[src/rtl/ucomb_cfg_ctrl.sv]
// Configuration loader and two-step evaluation sequencer for the ucomb universal-gate block.
// Serial frames are shifted in and committed atomically to the shadow registers that drive ucomb.
module ucomb_cfg_ctrl #(
    parameter int CFG_W  = 26,
    parameter int SETTLE = 2     // legal range 1..15 (settle counter is 4 bits)
) (
    input  logic       clk,
    input  logic       rst_n,
    input  logic       cfg_valid,
    input  logic       cfg_bit,
    input  logic       cfg_last,
    output logic       cfg_ready,
    output logic       cfg_done,
    output logic       cfg_err,
    input  logic       sweep_start,
    input  logic       mux_out,
    output logic [3:0] u21_cfg,
    output logic [5:0] u31_cfg,
    output logic [9:0] u41_cfg,
    output logic [5:0] u22_cfg,
    output logic       u22_sel,
    output logic [1:0] result,
    output logic       res_valid,
    output logic       busy
);

    localparam int                CNT_W       = $clog2(CFG_W);
    localparam logic [CNT_W-1:0]  CNT_LAST    = CNT_W'(CFG_W - 1);
    localparam logic [3:0]        SETTLE_LAST = 4'(SETTLE - 1);

    typedef enum logic [2:0] {
        IDLE,
        LOAD,
        COMMIT,
        SWEEP0,
        SWEEP1
    } state_t;

    state_t             state_q, state_d;
    logic [CFG_W-1:0]   shift_q, shift_d;
    logic [CNT_W-1:0]   cnt_q, cnt_d;
    logic [3:0]         settle_q, settle_d;
    logic               hold0_q, hold0_d;
    logic [1:0]         result_d;
    logic               commit;
    logic               done_d, err_d, res_d;
    logic               rx_state;

    assign rx_state  = (state_q == IDLE) || (state_q == LOAD);
    // Ready is forced low while reset is held so the host sees no acceptance window.
    assign cfg_ready = rst_n && rx_state;
    assign busy      = (state_q != IDLE);
    assign u22_sel   = (state_q == SWEEP1);

    always_comb begin
        // NOTE: every signal written here gets a default first, so no path can infer a latch.
        state_d  = state_q;
        shift_d  = shift_q;
        cnt_d    = cnt_q;
        settle_d = settle_q;
        hold0_d  = hold0_q;
        result_d = result;
        commit   = 1'b0;
        done_d   = 1'b0;
        err_d    = 1'b0;
        res_d    = 1'b0;

        case (state_q)
            IDLE: begin
                // A config bit always wins over a sweep request arriving in the same cycle.
                if (cfg_valid) begin
                    if (cfg_last) begin
                        err_d   = 1'b1;
                        shift_d = '0;
                    end else begin
                        state_d = LOAD;
                        cnt_d   = CNT_W'(1);
                        shift_d = {shift_q[CFG_W-2:0], cfg_bit};
                    end
                end else if (sweep_start) begin
                    state_d  = SWEEP0;
                    settle_d = '0;
                end
            end

            LOAD: begin
                if (cfg_valid) begin
                    shift_d = {shift_q[CFG_W-2:0], cfg_bit};
                    if (cnt_q == CNT_LAST && cfg_last) begin
                        state_d = COMMIT;
                    end else if (cfg_last || cnt_q == CNT_LAST) begin
                        state_d = IDLE;
                        err_d   = 1'b1;
                        shift_d = '0;
                        cnt_d   = '0;
                    end else begin
                        cnt_d = cnt_q + CNT_W'(1);
                    end
                end
            end

            COMMIT: begin
                commit  = 1'b1;
                done_d  = 1'b1;
                state_d = IDLE;
                shift_d = '0;
                cnt_d   = '0;
            end

            SWEEP0: begin
                if (settle_q == SETTLE_LAST) begin
                    hold0_d  = mux_out;
                    settle_d = '0;
                    state_d  = SWEEP1;
                end else begin
                    settle_d = settle_q + 4'd1;
                end
            end

            SWEEP1: begin
                if (settle_q == SETTLE_LAST) begin
                    result_d = {mux_out, hold0_q};
                    res_d    = 1'b1;
                    settle_d = '0;
                    state_d  = IDLE;
                end else begin
                    settle_d = settle_q + 4'd1;
                end
            end

            default: state_d = IDLE;
        endcase
    end

    // NOTE: sequential state uses non-blocking assignments so all flops update from pre-edge values.
    always_ff @(posedge clk or negedge rst_n) begin
        if (!rst_n) begin
            state_q   <= IDLE;
            shift_q   <= '0;
            cnt_q     <= '0;
            settle_q  <= '0;
            hold0_q   <= 1'b0;
            result    <= '0;
            cfg_done  <= 1'b0;
            cfg_err   <= 1'b0;
            res_valid <= 1'b0;
        end else begin
            state_q   <= state_d;
            shift_q   <= shift_d;
            cnt_q     <= cnt_d;
            settle_q  <= settle_d;
            hold0_q   <= hold0_d;
            result    <= result_d;
            cfg_done  <= done_d;
            cfg_err   <= err_d;
            res_valid <= res_d;
        end
    end

    // Shadow registers only move on commit, so a sweep never sees the config change under it.
    always_ff @(posedge clk or negedge rst_n) begin
        if (!rst_n) begin
            u21_cfg <= '0;
            u31_cfg <= '0;
            u41_cfg <= '0;
            u22_cfg <= '0;
        end else if (commit) begin
            u21_cfg <= shift_q[25:22];
            u31_cfg <= shift_q[21:16];
            u41_cfg <= shift_q[15:6];
            u22_cfg <= shift_q[5:0];
        end
    end

endmodule

[config.mk]
export PLATFORM = sky130hd
export DESIGN_NAME = ucomb_cfg_ctrl
export DESIGN_NICKNAME = d
export VERILOG_FILES = /design/src/rtl/ucomb_cfg_ctrl.sv
export SDC_FILE = /design/constraint.sdc
export NUM_CORES = 1
export LEC_CHECK = 0
export CAP_MARGIN = 20
export CORE_MARGIN = 2
export CORE_UTILIZATION = 41
export DETAILED_ROUTE_END_ITERATION = 10
export GPL_ROUTABILITY_DRIVEN = 1
export SKIP_CTS_REPAIR_TIMING = 1
export SLEW_MARGIN = 20
export SYNTH_ARGS = -nofsm -noshare
export SYNTH_HDL_FRONTEND = slang
export SYNTH_SLANG_ARGS = --single-unit
[constraint.sdc]
create_clock -name clk -period 5.6 [get_ports clk]
set_input_delay 1.68 -clock clk [delete_from_list [all_inputs] [get_ports clk]]
set_output_delay 1.68 -clock clk [all_outputs]
set_load 0.05 [all_outputs]
==> qor.yml <==
status:
  status: "complete, no violations"
detailed_routing:
  wl_mm: 5.42
  vias: 2092
  drtAntennaViolNets: 0
  drtIter0Drc: 95
  vias_per_cell: 4.99
  drc: 0
  wire_per_inst_um: 12.9
  drtPass1Iterations: 4
synth:
  synth_area_um2: 3030
  synth_warnings: 0
  yosys.area_share.simple_pct: 14.6
  synthArstFlopShare_pct: 100
  synth_top_area_share_pct: 57.9
  synth_area_leader_cell: "dfrtp_1"
  synthMuxAreaShare_pct: 11.8
  syn_avg_cell_area_um2: 11.0
  synth_adder_area_share_pct: 2.48
  synth_compound_gate_area_share_pct: 10.2
  synth_top_family_by_area: "simple AND/OR/NAND/NOR gates"
  syn_inst: 275
  synth_ff_type: "dfrtp_1"
  synth_xor_area_share_pct: 0.289
  synthDistinctLibCells: 40
  synth-seq-cells: 70
  yosysSeqAreaShare_pct: 57.9
  synthesis.nets: 288
  synth_edf_count: 0
  synth_top_cells_by_area: "dfrtp_1 (58%), mux2_2 (11%), nand2_1 (7.2%), o21ai_0 (4.8%), ha_1 (2.5%)"
pwr:
  cellLeakagePower_uw: 0.00169
  powerDensity_nw_per_um2: 423
  vdd_ir_drop_max_v: 0.000282
cts:
  htreeDepth: 3
  cts_sinks: 70
  clk_pin_slew_ns: 0.07
  cts_tree: "done"
  insertion_delay_ns: 0.34
  clk_path_buf_depth: 2
  numCtsBuffers: 9
  cts-root-buf: "clkbuf_8"
sta:
  hold_slack_ns: 0.486
  rsz0062_at_grt: "no"
  finClkSkew_ns: 0.0152
  relSlewSlack_pct: 36.3
  maxSlewViolCount: 0
  worst_pin_slew_ns: 0.955
  min_period_ns: 4.41
  clock.fmax_mhz: 227
  hold_viol_final: 0
  layout_worst_path_cycle_share_pct: 78.8
  fin_setup_tns_ns: 0
  finalSetupViolCount: 0
min_path:
  hold_start: "shift_q[25]"
  hp-class: "reg2reg"
  min_path_cells: 2
  hold_end: "shift_q[25]"
floorplanning:
  die_area_um2: 8090
  die_h_um: 89.9
  rows: 31
  die_w_um: 89.9
  core-area_um2: 7210
  ios: 41
  start_util_pct: 42.0
worst_setup_path:
  worstPathRequired_ns: 3.92
  crit_path_end_kind: "output pin"
  r2r_slack_ns: 2.94
  r2r_start: "cnt_q[0]"
  crit_arrival_ns: 2.73
  cp_max_fo: 2
  cp-start-kind: "input pin"
  rr_worst_depth: 8
  critPathKind: "in2out"
  r2r_end: "shift_q[3]"
final_layout:
  final_nets: 328
  area_growth_pct: 23.1
  final_common_cell: "dfrtp_1"
  drive_above_1_share_pct: 17.5
  n_antenna_cell: 0
  final_cell_mix: "dfrtp_1 (70), nand2_1 (58), clkdlybuf4s50_1 (39), mux2_2 (30), o21ai_0 (29)"
grt:
  grt_pass1_wl_mm: 9.57
  antenna_found_initial: 0
  grt_max_degree: 71
  overflow: 0
  track_usage_pct: 14.6
  grt_pass1_vias: 2021
place:
  place_congestion: 0.748
  portBuffers: 40
  dp_hpwl_mm: 3.43
flow_run:
  max_cap_viol_count: 0
critical path, cell delays in order:
cell and delay (ns):
buf_2 0.12, and2_1 0.13, clkdlybuf4s50_1 0.80
cells by family after synthesis:
logic type	count (synthesis)
buf+inv	19
flops	70
simple gates	95
mux	32
fa+ha+maj	6
xor+xnor	1
compound gates	52
cells in the mapped netlist, drive strengths merged (4+ instances only):
master and number:
a21oi 5, buf 8, clkbuf 5, dfrtp 70, ha 6, inv 6
mux2 30, nand2 58, nand3 4, nor2 11, o21ai 33
layout make-up:
| class | count | area, um^2 |
|---|---|---|
| clock buffers | 11 | 151 |
| clock inverters | 5 | 57.6 |
| fillers | 713 | 3490 |
| inverters | 6 | 22.5 |
| multi-input cells | 186 | 1210 |
| flip-flops and latches | 70 | 1750 |
| well taps | 99 | 124 |
| repair buffers | 42 | 410 |
report_power, final:
| group | switching, uW | internal [uW] |
|---|---|---|
| clock network | 188 | 230 |
| registers | 65.7 | 564 |
| logic | 340 | 187 |
| total | 594 | 982 |
per-stage QoR:
stage / cell area (um^2) / utilization (%) / setup WS, ns / cells / total power (uW)
finish: 3730 / 51.7 / 1.19 / 419 / 1580
floorplan: 3030 / - / 1.83 / 275 / 1030
global route: 3730 / 51.7 / 1.16 / 419 / 1680
global placement: 3510 / 48.7 / 1.17 / 403 / 1170
detailed placement: 3510 / 48.7 / 1.19 / 403 / 1170
CTS: 3720 / 51.6 / 1.17 / 419 / 1600
flip-flops by register name, summed over array words and instances, names as in the netlist:
signal     flops
shift_q       26
u41_cfg       10
u22_cfg        6
u31_cfg        6
cnt_q          5
settle_q       4
u21_cfg        4
state_q        3
result         2
cfg_done       1
cfg_err        1
hold0_q        1
res_valid      1
worst max-delay path by stage:
stage | start | to | slack, ns | depth (start not counted)
2_1_floorplan | rst_n | cfg_ready | 1.83 | 1
3_3_place_gp | rst_n | cfg_ready | 1.17 | 3
3_5_place_dp | rst_n | cfg_ready | 1.19 | 3
4_1_cts | rst_n | cfg_ready | 1.17 | 3
5_1_grt | rst_n | cfg_ready | 1.16 | 3
6_report | rst_n | cfg_ready | 1.19 | 3
metal layers:
layer / global-route usage (%) / vias up / share of wire [%]
li1: - / 1017 / -
met1: 21.2 / 1027 / 50
met2: 21.1 / 43 / 46
met3: 4.36 / 5 / 3.6
met4: 5.00 / 0 / 0.81
met5: 0 / - / 0
(Power assumes the default switching activity.)
